`src/rtl/mem_byte_sequencer_pkg.sv`:
```
// mem_byte_sequencer_pkg: shared sequencer state encoding, word size and op encodings
package mem_byte_sequencer_pkg;
  typedef enum logic [1:0] {
    IDLE    = 2'b00,
    ACCESS  = 2'b01,
    DONE    = 2'b10,
    CLEANUP = 2'b11
  } state_t;
  localparam int WORD_BYTES = 4;
  localparam logic READ  = 1'b1;
  localparam logic WRITE = 1'b0;
  localparam logic WORD  = 1'b1;
  localparam logic BYTE  = 1'b0;
endpackage

```
`src/rtl/mem_byte_sequencer_if.sv`:
```
// mem_byte_sequencer_if: byte-wide memory bus between the sequencer (master) and memory (slave)
interface mem_byte_sequencer_if;
  logic [31:0] mem_addr;
  logic        mem_en;
  logic        mem_we;
  logic [7:0]  mem_wdata;
  logic [7:0]  mem_rdata;
  logic        mem_ready;
  modport master (output mem_addr, mem_en, mem_we, mem_wdata, input mem_rdata, mem_ready);
  modport slave  (input mem_addr, mem_en, mem_we, mem_wdata, output mem_rdata, mem_ready);
endinterface

```
`src/rtl/mem_lane_mux.sv`:
```
// mem_lane_mux: big-endian 32<->8 lane select, byte k lives in data[31-8k:24-8k]
module mem_lane_mux
  import mem_byte_sequencer_pkg::*;
(
  input  logic [1:0]  k,
  input  logic        word,
  input  logic [31:0] wdata,
  input  logic [31:0] rdata,
  input  logic [7:0]  rbyte,
  output logic [7:0]  wbyte,
  output logic [31:0] rdata_merged
);
  logic [4:0] sh;
  always_comb begin
    sh = {~k, 3'b000};
    wbyte = (word == WORD) ? wdata[sh +: 8] : wdata[7:0];
    rdata_merged = (word == WORD) ? ((rdata & ~(32'hff << sh)) | ({24'h0, rbyte} << sh)) : {24'h0, rbyte};
  end
endmodule

```
`src/rtl/mem_byte_sequencer.sv`:
```
// mem_byte_sequencer: turns CPU word/byte requests into a sequence of byte accesses
// on an 8-bit memory, with abort on early MFA release.
module mem_byte_sequencer
  import mem_byte_sequencer_pkg::*;
(
  input  logic                        Clk,
  input  logic                        Reset,
  input  logic                        MFA,
  input  logic                        READ_WRITE,
  input  logic                        WORD_BYTE,
  input  logic [31:0]                 addr,
  input  logic [31:0]                 wdata,
  output logic                        MFC,
  output logic                        busy,
  output logic [31:0]                 rdata,
  mem_byte_sequencer_if.master        mem
);
  state_t      state;
  logic [1:0]  k;
  logic        op_rw;
  logic        op_word;
  logic        abort;
  logic        last;
  logic [31:0] op_addr;
  logic [31:0] op_wdata;
  logic [31:0] rdata_merged;
  logic [7:0]  wbyte;
  mem_lane_mux u_lane_mux (
    .k            (k),
    .word         (op_word),
    .wdata        (op_wdata),
    .rdata        (rdata),
    .rbyte        (mem.mem_rdata),
    .wbyte        (wbyte),
    .rdata_merged (rdata_merged)
  );
  // Every output is decoded from registered state, so mem_ready never reaches mem_en.
  assign last          = k == ((op_word == BYTE) ? 2'd0 : 2'(WORD_BYTES - 1));
  assign MFC           = state == DONE;
  assign busy          = state != IDLE;
  assign mem.mem_en    = state == ACCESS;
  assign mem.mem_we    = (state == ACCESS) && (op_rw == WRITE);
  assign mem.mem_addr  = op_addr + {30'd0, k};
  assign mem.mem_wdata = wbyte;
  always_ff @(posedge Clk or negedge Reset)
    if (!Reset) begin
      state    <= IDLE;
      k        <= 2'd0;
      op_rw    <= 1'b0;
      op_word  <= 1'b0;
      op_addr  <= '0;
      op_wdata <= '0;
      rdata    <= '0;
      abort    <= 1'b0;
    end else begin
      case (state)
        IDLE: if (MFA) begin
          op_rw    <= READ_WRITE;
          op_word  <= WORD_BYTE;
          op_addr  <= (WORD_BYTE == WORD) ? {addr[31:2], 2'b00} : addr;
          op_wdata <= wdata;
          k        <= 2'd0;
          abort    <= 1'b0;
          state    <= ACCESS;
        end
        ACCESS: begin
          // A dropped MFA is remembered so the byte in flight still finishes first.
          abort <= abort | !MFA;
          if (mem.mem_ready) begin
            if (op_rw == READ) rdata <= rdata_merged;
            k     <= last ? k : k + 2'd1;
            state <= (abort || !MFA) ? CLEANUP : last ? DONE : ACCESS;
          end
        end
        DONE: state <= MFA ? DONE : IDLE;
        default: state <= IDLE;
      endcase
    end
endmodule

```
`src/flat_wrapper.sv`:
```
// flat-port wrapper written by rule: the top's interface ports become plain ports
module mem_byte_sequencer_flat import mem_byte_sequencer_pkg::*;
  (Clk, Reset, MFA, READ_WRITE, WORD_BYTE, addr, wdata, MFC, busy, rdata, mem_mem_addr, mem_mem_en, mem_mem_we, mem_mem_wdata, mem_mem_rdata, mem_mem_ready);
  mem_byte_sequencer_if mem_i ();
  input  logic Clk;
  input  logic Reset;
  input  logic MFA;
  input  logic READ_WRITE;
  input  logic WORD_BYTE;
  input  logic [31:0] addr;
  input  logic [31:0] wdata;
  output logic MFC;
  output logic busy;
  output logic [31:0] rdata;
  output wire logic [$bits(mem_i.mem_addr)-1:0] mem_mem_addr;
  output wire logic [$bits(mem_i.mem_en)-1:0] mem_mem_en;
  output wire logic [$bits(mem_i.mem_we)-1:0] mem_mem_we;
  output wire logic [$bits(mem_i.mem_wdata)-1:0] mem_mem_wdata;
  input wire logic [$bits(mem_i.mem_rdata)-1:0] mem_mem_rdata;
  input wire logic [$bits(mem_i.mem_ready)-1:0] mem_mem_ready;
  assign mem_mem_addr = mem_i.mem_addr;
  assign mem_mem_en = mem_i.mem_en;
  assign mem_mem_we = mem_i.mem_we;
  assign mem_mem_wdata = mem_i.mem_wdata;
  assign mem_i.mem_rdata = mem_mem_rdata;
  assign mem_i.mem_ready = mem_mem_ready;
  mem_byte_sequencer u_core (.Clk(Clk), .Reset(Reset), .MFA(MFA), .READ_WRITE(READ_WRITE), .WORD_BYTE(WORD_BYTE), .addr(addr), .wdata(wdata), .MFC(MFC), .busy(busy), .rdata(rdata), .mem(mem_i));
endmodule
```
`config.mk`:
```
export PLATFORM = sky130hd
export DESIGN_NAME = mem_byte_sequencer_flat
export DESIGN_NICKNAME = d
export VERILOG_FILES = /design/src/rtl/mem_byte_sequencer_pkg.sv /design/src/rtl/mem_byte_sequencer_if.sv /design/src/rtl/mem_lane_mux.sv /design/src/rtl/mem_byte_sequencer.sv /design/src/flat_wrapper.sv
export SDC_FILE = /design/constraint.sdc
export NUM_CORES = 1
export LEC_CHECK = 0
export CORE_ASPECT_RATIO = 0.8
export CORE_UTILIZATION = 43
export CTS_BUF_LIST = sky130_fd_sc_hd__clkbuf_4 sky130_fd_sc_hd__clkbuf_8
export DETAILED_ROUTE_END_ITERATION = 6
export GPL_ROUTABILITY_DRIVEN = 0
export PLACE_DENSITY = 0.86
export SLEW_MARGIN = 20
export SYNTH_ARGS = -nofsm -noshare
export SYNTH_HDL_FRONTEND = slang
export SYNTH_SLANG_ARGS = --single-unit
```
`constraint.sdc`:
```
create_clock -name Clk -period 2.95 [get_ports Clk]
set_clock_uncertainty 0.05 [all_clocks]
set_input_delay 0.59 -clock Clk [delete_from_list [all_inputs] [get_ports Clk]]
set_output_delay 0.59 -clock Clk [all_outputs]
set_load 0.005 [all_outputs]
```
[Word-level counts from Yosys, hierarchy flattened]
Index checks and enable logic that the tools add are counted.
Word-level totals
  ROM bits: 0
  memories kept: 0
  logic and storage cells: 52
  bits in latches: 0
  register bits: 103
  output and inout bits: 76
  bits in writable memories: 0
  bits of input ports: 78
Operators by class
  shifts and indexed selects: 3
  $mul: 0
  equal/unequal tests: 6
  bitwise gates (word level): 6
  mux-type cells: 16
  reductions and logical operators: 11
  add/subtract/negate cells: 2
  div/mod/pow operators: 0
  order comparisons: 0
Operators by type and width (number)
  32-bit by 2-bit adder with 32-bit output: 1
  32-bit AND: 1
  32-bit 2-to-1 mux: 1
  32-bit NOT: 1
  32-bit OR: 1
  32-bit by 6-bit indexed part select with 8-bit output: 1
  8-bit by 5-bit left shift with 32-bit output: 1
  8-bit by 5-bit left shift with 32-bit output, first input constant: 1
  2-bit 2-to-1 mux: 10
  8-bit 2-to-1 mux: 1
  2-bit case mux with 3 select lines: 1
  2-bit AND reduction: 3
  2-bit inequality test, second input constant: 2
  2-bit case mux with 2 select lines: 1
  4-bit AND reduction: 1
  2-bit nonzero test: 2
  3-bit AND reduction: 1
  2-bit by 1-bit adder with 2-bit output, second input constant: 1
  2-bit by 1-bit == test with 1-bit output, second input constant: 1
  2-bit == test: 1
  2-bit == test, second input constant: 1
  2-bit zero test: 1
  2-bit by 1-bit inequality test with 1-bit output, second input constant: 1
  2-bit NOT: 1
  other kinds (7): 7

[Longest topological paths before layout]
Gate-level depths: netlist of run 1.
  depth in word-level cells: 6
  depth in mapped cells: 7
  mapped depth without buffers: 7

[By module]
A second synthesis of run 1 with hierarchy kept.
Second synthesis, totals
  cell total of the unflattened synthesis: 478
  area total of the unflattened synthesis: 5376.4 um2
By module, submodules not included
  mem_byte_sequencer: cells an instance 344, seq. area each 2577.5 um2, instances 1, area an instance 4543.1 um2
  mem_lane_mux: cells an instance 134, seq. area each 0.0 um2, instances 1, area an instance 833.3 um2

[Worst setup path before layout of run 1]
Ideal clock, no wire load.
  path kind: reg-to-output
  start: register u_core.k[0]
  end: output port mem_mem_addr[18]
  path slack: 0.300 ns
  data arrival time: 2.010 ns
  cell stages (with the launch flop): 8
  required time: 2.310 ns
  buffers on the path: 0
  path through: dfrtp_1 ha_1 inv_1 fa_1 and4b_1 nor4b_4 nand4_1 xnor2_1
Between the ends
  cells in the longest elaborated chain, start to end: 1
Ends and longest elaborated chain
  start: declaration: line mem_byte_sequencer.sv:19  | logic [1:0] k;
  start signal: assignment: line mem_byte_sequencer.sv:71  | k <= last ? k : k + 2'd1;
  32-bit by 2-bit adder with 32-bit output: line mem_byte_sequencer.sv:43  | assign mem.mem_addr = op_addr + {30'd0, k};
  end: declaration: line flat_wrapper.sv:15  | output wire logic [$bits(mem_i.mem_addr)-1:0] mem_mem_addr;
Every way passes these cells.

[Worst setup path after layout of run 1]
  start: register u_core.op_addr[0]
  end: output port mem_mem_addr[20]
Between the ends
  cells in the longest elaborated chain, start to end: 1
Ends and longest elaborated chain
  start: declaration: line mem_byte_sequencer.sv:24  | logic [31:0] op_addr;
  start signal: assignment: line mem_byte_sequencer.sv:60  | op_addr <= (WORD_BYTE == WORD) ? {addr[31:2], 2'b00} : addr;
  32-bit by 2-bit adder with 32-bit output: line mem_byte_sequencer.sv:43
Every way passes these cells.

==> out/metrics.cfg, run 1 <==
[timing]
report.final.setup_viol=20
worst_slew_pin_slew_ns=0.776
worst_slack_ns=-0.212
hold_viol=0
drv_slew=0
period_share=1.07
rsz0062_at_grt=true
final.min_clock_period_ns=3.16
slew-limit-headroom=0.479
fmax_ghz=0.316

[drt]
wl_met3_um=656
via_count=3874
top_layer=met4
wl_met2_mm=6.13
drt-vias-per-instance=5.52
ant_nets=0
met1_length_mm=5.60
drt_iter0_markers=234
totalWireLength_mm=12.9
first_pass_iters=4
post_drt_wl_per_cell_um=18.4
drc=0

[layout]
final_util=0.639
fin_cells=702
design_area_mm2=0.00698
most-common-layout-cells=clkdlybuf4s50_1, dfrtp_1, mux2_2
drive_gt1_frac=0.282
nets=637
layout_commonest_cell=clkdlybuf4s50_1
area_growth_pct=43.6

[cts]
cts.path.max_buffers=2
htree_levels=3
path_clk_slew_ns=0.10
clockRootBuffer=clkbuf_8
cts_tree=built
insertion_delay_ns=0.36
cts_num_sinks=103
cts_hold_buf=0
cts_buffers=9

[place]
dp_hpwl_mm=9.04
io_buffers=153
post_dp_cell_area_mm2=0.00662
placed_cells=676

[yosys]
synthArstFlopShare=1.00
synth_edf_count=0
ys_ff_latch=103
synth_nets=465
ys_warn_count=0
synthCells=380
synth.avg_cell_area_um2=12.8
ys_seq_area_frac=0.530
synthFlopType=dfrtp_1
synth_area_mm2=0.00486
yosys.cell_types.count=41

[critical_path]
reg2reg_slack_ns=0.82
end_kind=primary output
critPathTopFamily=simple AND/OR/NAND/NOR gates
max_stage_delay_ns=0.37
arrival_ns=2.52
crit_fanout=4
critical_path.startpoint_type=flop
critical_path_class=reg2out
critical_path_required_ns=2.31
path_buf_inv=4
worstPathCellList=ha_2, inv_2, fa_2, and4b_1, nor4b_4, buf_4, buf_6, nand3_2, xnor2_1, buf_2
cpMaxStageDelayCell=dfrtp_1

[outcome]
status=finished, violations left
violations=setup timing

[worst_hold_path]
min_path_type=in2async

[global_route]
grt_usage=0.229
grt-ovfl-total=0
grt_pass1_wl_mm=20.8
grt_max_degree=104
grt_pass1_vias=4123
antenna_found_initial=1

[power]
p_total_w=0.00716
ir_drop_v=0.000600
power.leakage_nw=2.93
powerDensity_mw_per_mm2=1020

[die]
fp.dieArea_mm2=0.0117
start_util=0.445
coreArea_mm2=0.0109
num_rows=34
die_w_um=121
die_h_um=97.1
io_pins=154

[run]
max_cap_viol_count=0

==> cell type report <==
cell class / instances / area (um2)
Fill cell: 828 / 3950
Sequential cell: 103 / 2580
Multi-Input combinational cell: 255 / 2270
Timing Repair Buffer: 175 / 1690
Tap cell: 144 / 180
Clock buffer: 11 / 145
Clock inverter: 5 / 81.3
Inverter: 8 / 30.0
Antenna cell: 1 / 2.50
==> cell usage after synthesis (all sizes together) (3+ instances only) <==
master | count | area (um2)
a21oi | 10 | 53.8
ha | 6 | 75.1
buf | 11 | 62.6
o22ai | 16 | 100
xor2 | 3 | 26.3
clkbuf | 3 | 11.3
nand3 | 14 | 70.1
nand4 | 12 | 90.1
mux2i | 3 | 30.0
nand2 | 16 | 60.1
inv | 8 | 30.0
nor2 | 7 | 33.8
xnor2 | 27 | 236
dfrtp | 103 | 2580
and3 | 6 | 37.5
o21ai | 7 | 42.5
mux2 | 71 | 800
a22o | 32 | 280
nor3 | 6 | 50.1
==> path summary, 6_finish.rpt <==
check | from | endpoint | depth (start not counted)
worst max-delay path | u_core.op_addr[0]$_DFFE_PN0P_ | mem_mem_addr[20] | 10
worst min-delay path | Reset | u_core.op_addr[24]$_DFFE_PN0P_ | 2
worst max register to register | u_core.k[0]$_DFFE_PN0P_ | u_core.rdata[27]$_DFFE_PN0P_ | 7
worst min register to register | u_core.rdata[26]$_DFFE_PN0P_ | u_core.rdata[26]$_DFFE_PN0P_ | 1
max in group asynchronous | Reset | u_core.state[0]$_DFFE_PN0P_ | 2
min in group Clk | u_core.rdata[26]$_DFFE_PN0P_ | u_core.rdata[26]$_DFFE_PN0P_ | 1
==> logic make-up after synthesis <==
group / Yosys count / synth area share
compound gates: 68 / 0.103
flops: 103 / 0.530
simple gates: 76 / 0.101
mux: 74 / 0.171
fa+ha+maj: 7 / 0.0196
xor+xnor: 30 / 0.0541
buf+inv: 22 / 0.0214
==> stage by stage <==
stage / TNS (ns) / setup slack, ns / hold slack (ns)
floorplan: 0 / 0.300 / 0.244
global placement: -0.329 / -0.0679 / 0.428
finish: -1.97 / -0.212 / 0.188
CTS: -1.54 / -0.152 / 0.236
detailed placement: -0.981 / -0.157 / 0.440
global route: -4.27 / -0.318 / 0.237
==> sequential cells by signal, indices dropped and copies added (netlist names) <==
name and count:
u_core.abort 1, u_core.k 2, u_core.op_addr 32, u_core.op_rw 1, u_core.op_wdata 32, u_core.op_word 1
u_core.rdata 32, u_core.state 2
==> power breakdown <==
group | leakage, nW | total, W | internal [W] | switching (W)
logic | 1.55 | 0.00342 | 0.00212 | 0.00130
clock network | 0.113 | 0.000976 | 0.000511 | 0.000465
registers | 1.27 | 0.00276 | 0.00211 | 0.000651
==> routing by layer <==
layer  vias to the layer above  track usage
met5                         -            0
met1                      1935        0.299
met3                        44       0.0452
met2                       139        0.360
li1                       1756            -
met4                         0        0.121
==> what timing repair did <==
item                       CTS  global route
pin swaps                   12            15
buffers inserted             8             1
cloned                       0             0
resized for setup           52            25
setup endpoints to repair   27            36
Note: power is estimated with default switching activity, not from simulation.
==> run 2: changes to the inputs <==
- CORE_UTILIZATION: 43 -> 52
- PLACE_DENSITY: 0.86 -> 0.95
- clock period: 2.95 -> 3.8 ns (I/O delays scaled with it)
==> run 2 against run 1 <==
The run now ends clean. Sequential share of layout area rose by 1.2 points. Routed wire length fell by 0.88%. Power fell by 23%. Global-route usage rose by 3.8 points. Register-to-register slack improved by 0.69 ns. Setup slack improved by 0.32 ns. Count of clock-buffer cells in the layout fell by 2. Via count fell by 0.49%. Flip-flop and latch count did not move. Non-clock buffer count fell by 16. Final area fell by 3.3%. Critical endpoint is now mem_mem_addr[18]. Largest power group unchanged. Highest routed layer unchanged.
==> out/metrics.cfg, run 2 (synthesized netlist as in run 1, its figures left out) <==
[outcome]
status=completed

[global_route]
grt_usage=0.267  ; +0.0375
grt_pass1_vias=3706  ; -10%
grt_pass1_wl_mm=19.4  ; -6.4%
antenna_found_initial=0  ; -1
grt_max_degree=93  ; -11%
grt-ovfl-total=0  ; unchanged

[drt]
drt-vias-per-instance=5.88  ; +6.5%
post_drt_wl_per_cell_um=19.5  ; +6.1%
totalWireLength_mm=12.8  ; -0.88%
via_count=3855  ; -0.49%
drc=0  ; unchanged
first_pass_iters=5  ; +1
drt_iter0_markers=194  ; -17%
ant_nets=0  ; unchanged

[power]
powerDensity_mw_per_mm2=818  ; -20%
p_sw_frac=0.349  ; +0.0114
p_comb_frac=0.479  ; about the same
clkPwrFrac=0.134  ; -0.002
p_int_w=0.00359  ; -24%
power.leakage_nw=2.80  ; -4.6%
p_switching_w=0.00193  ; -20%
pwr-share-seq=0.387  ; about the same
ir_drop_v=0.000393  ; -34%

[critical_path]
critical_path.startpoint_type=flop
end_kind=primary output
max_stage_delay_ns=0.51  ; +0.14 ns
cpMaxStageDelayCell=clkdlybuf4s50_1
crit_fanout=8  ; +4
worstPathCellList=ha_1, inv_1, fa_2, and4b_1, nor4b_4, buf_6, nand4_1, xnor2_1, clkdlybuf4s50_1
critPathTopFamily=buffers and inverters
critical_path_required_ns=2.99  ; +0.68 ns
path_buf_inv=3  ; -1
critical_path_class=reg2out
arrival_ns=2.88  ; +0.36 ns

[layout]
final_util=0.744  ; +0.105
drive_gt1_frac=0.201  ; -0.0804
largestRegisters=u_core.op_addr x32, u_core.op_wdata x32, u_core.rdata x32
area_growth_pct=38.8
nets=621  ; -2.5%
most-common-layout-cells=clkdlybuf4s50_1, dfrtp_1, mux2_2
diodes=0  ; -1
layout_commonest_cell=clkdlybuf4s50_1
design_area_mm2=0.00675  ; -3.3%
fill_cells=618  ; -25%

[timing]
drv_slew=0  ; unchanged
report.final.setup_viol=0  ; -100%
fmax_ghz=0.271
hold_viol=0  ; unchanged
worst_slew_pin_slew_ns=0.809  ; +0.0329 ns
final.min_clock_period_ns=3.69
period_share=0.971
slew-limit-headroom=0.461  ; -0.0185
rsz0062_at_grt=true

[die]
die_h_um=88.5  ; -8.9%
num_rows=31  ; -8.8%
start_util=0.536  ; +0.0910
die_w_um=110  ; -8.9%
fp.dieArea_mm2=0.00974  ; -17%
coreArea_mm2=0.00908  ; -17%
io_pins=154  ; unchanged

[cts]
clockRootBuffer=clkbuf_8
cts_tree=built
cts_buffers=9  ; unchanged
cts_hold_buf=0  ; unchanged
insertion_delay_ns=0.38  ; +0.02 ns
htree_levels=3  ; unchanged
cts.path.max_buffers=2  ; unchanged
path_clk_slew_ns=0.11  ; about the same
cts_num_sinks=103  ; unchanged

[place]
dp_hpwl_mm=8.96  ; -0.84%
io_buffers=153  ; unchanged
post_dp_cell_area_mm2=0.00650  ; -1.8%

[run]
max_cap_viol_count=0  ; unchanged

[worst_hold_path]
min_path_type=in2async

## run 2: cell types whose count changed in the layout (fill, tap and decap cells not counted), moves of 4 or more
cell	before	now
clkdlybuf4s50_1	136	150
buf_4	17	4
buf_2	8	0
nand3_1	9	14
clkbuf_2	4	0
dfrtp_1	99	103
dfrtp_2	4	0
nand3_2	4	0
## run 2: per-stage QoR
step	setup TNS (ns)	std cells	power (W)	worst slack, ns	hold slack (ns)
2_1_floorplan	0	380	0.00338	0.980	0.405
3_3_place_gp	0	638	0.00463	0.461	0.427
3_5_place_dp	0	638	0.00476	0.356	0.435
4_1_cts	0	655	0.00552	0.0311	0.464
5_1_grt	-0.0141	656	0.00586	-0.0141	0.456
6_report	0	656	0.00552	0.109	0.376
## run 2: final timing paths
path,from,to,slack (ns),depth (start not counted)
max reg2reg,u_core.k[0]$_DFFE_PN0P_,u_core.rdata[13]$_DFFE_PN0P_,1.51,5
max in group asynchronous,Reset,u_core.op_addr[30]$_DFFE_PN0P_,2.59,2
min in group Clk,u_core.rdata[24]$_DFFE_PN0P_,u_core.rdata[24]$_DFFE_PN0P_,0.46,1
max,u_core.k[0]$_DFFE_PN0P_,mem_mem_addr[18],0.11,9
min,Reset,u_core.rdata[17]$_DFFE_PN0P_,0.38,1
min reg2reg,u_core.rdata[24]$_DFFE_PN0P_,u_core.rdata[24]$_DFFE_PN0P_,0.46,1
## run 2: what timing repair did
item	in CTS	in global routing
setup endpoints to repair	7	19
pin swaps	0	2
buffers inserted	1	1
cloned	0	0
resized for setup	0	5
## run 2: final cells by class
class | count | area [um2] | area share
flip-flops and latches | 103 | 2580 | 0.382
multi-input cells | 255 | 2190 | 0.324
repair buffers | 159 | 1600 | 0.237
well taps | 115 | 144 | 0.0213
clock buffers | 9 | 124 | 0.0184
clock inverters | 7 | 86.3 | 0.0128
inverters | 8 | 30.0 | 0.00445
## run 2: routing by layer
| layer | share of wire | GRT usage |
|---|---|---|
| met5 | 0 | 0 |
| met4 | 0.028 | 0.115 |
| met3 | 0.060 | 0.0663 |
| met2 | 0.49 | 0.430 |
| met1 | 0.42 | 0.345 |
## run 2: power by group through the flow
stage                     clock network (W)  logic (W)  registers, W
after floorplan                           0    0.00137       0.00200
after global placement                    0    0.00254       0.00209
after detailed placement                  0    0.00262       0.00214
after CTS                          0.000749    0.00265       0.00212
after global routing               0.000799    0.00286       0.00221
final                              0.000738    0.00265       0.00214
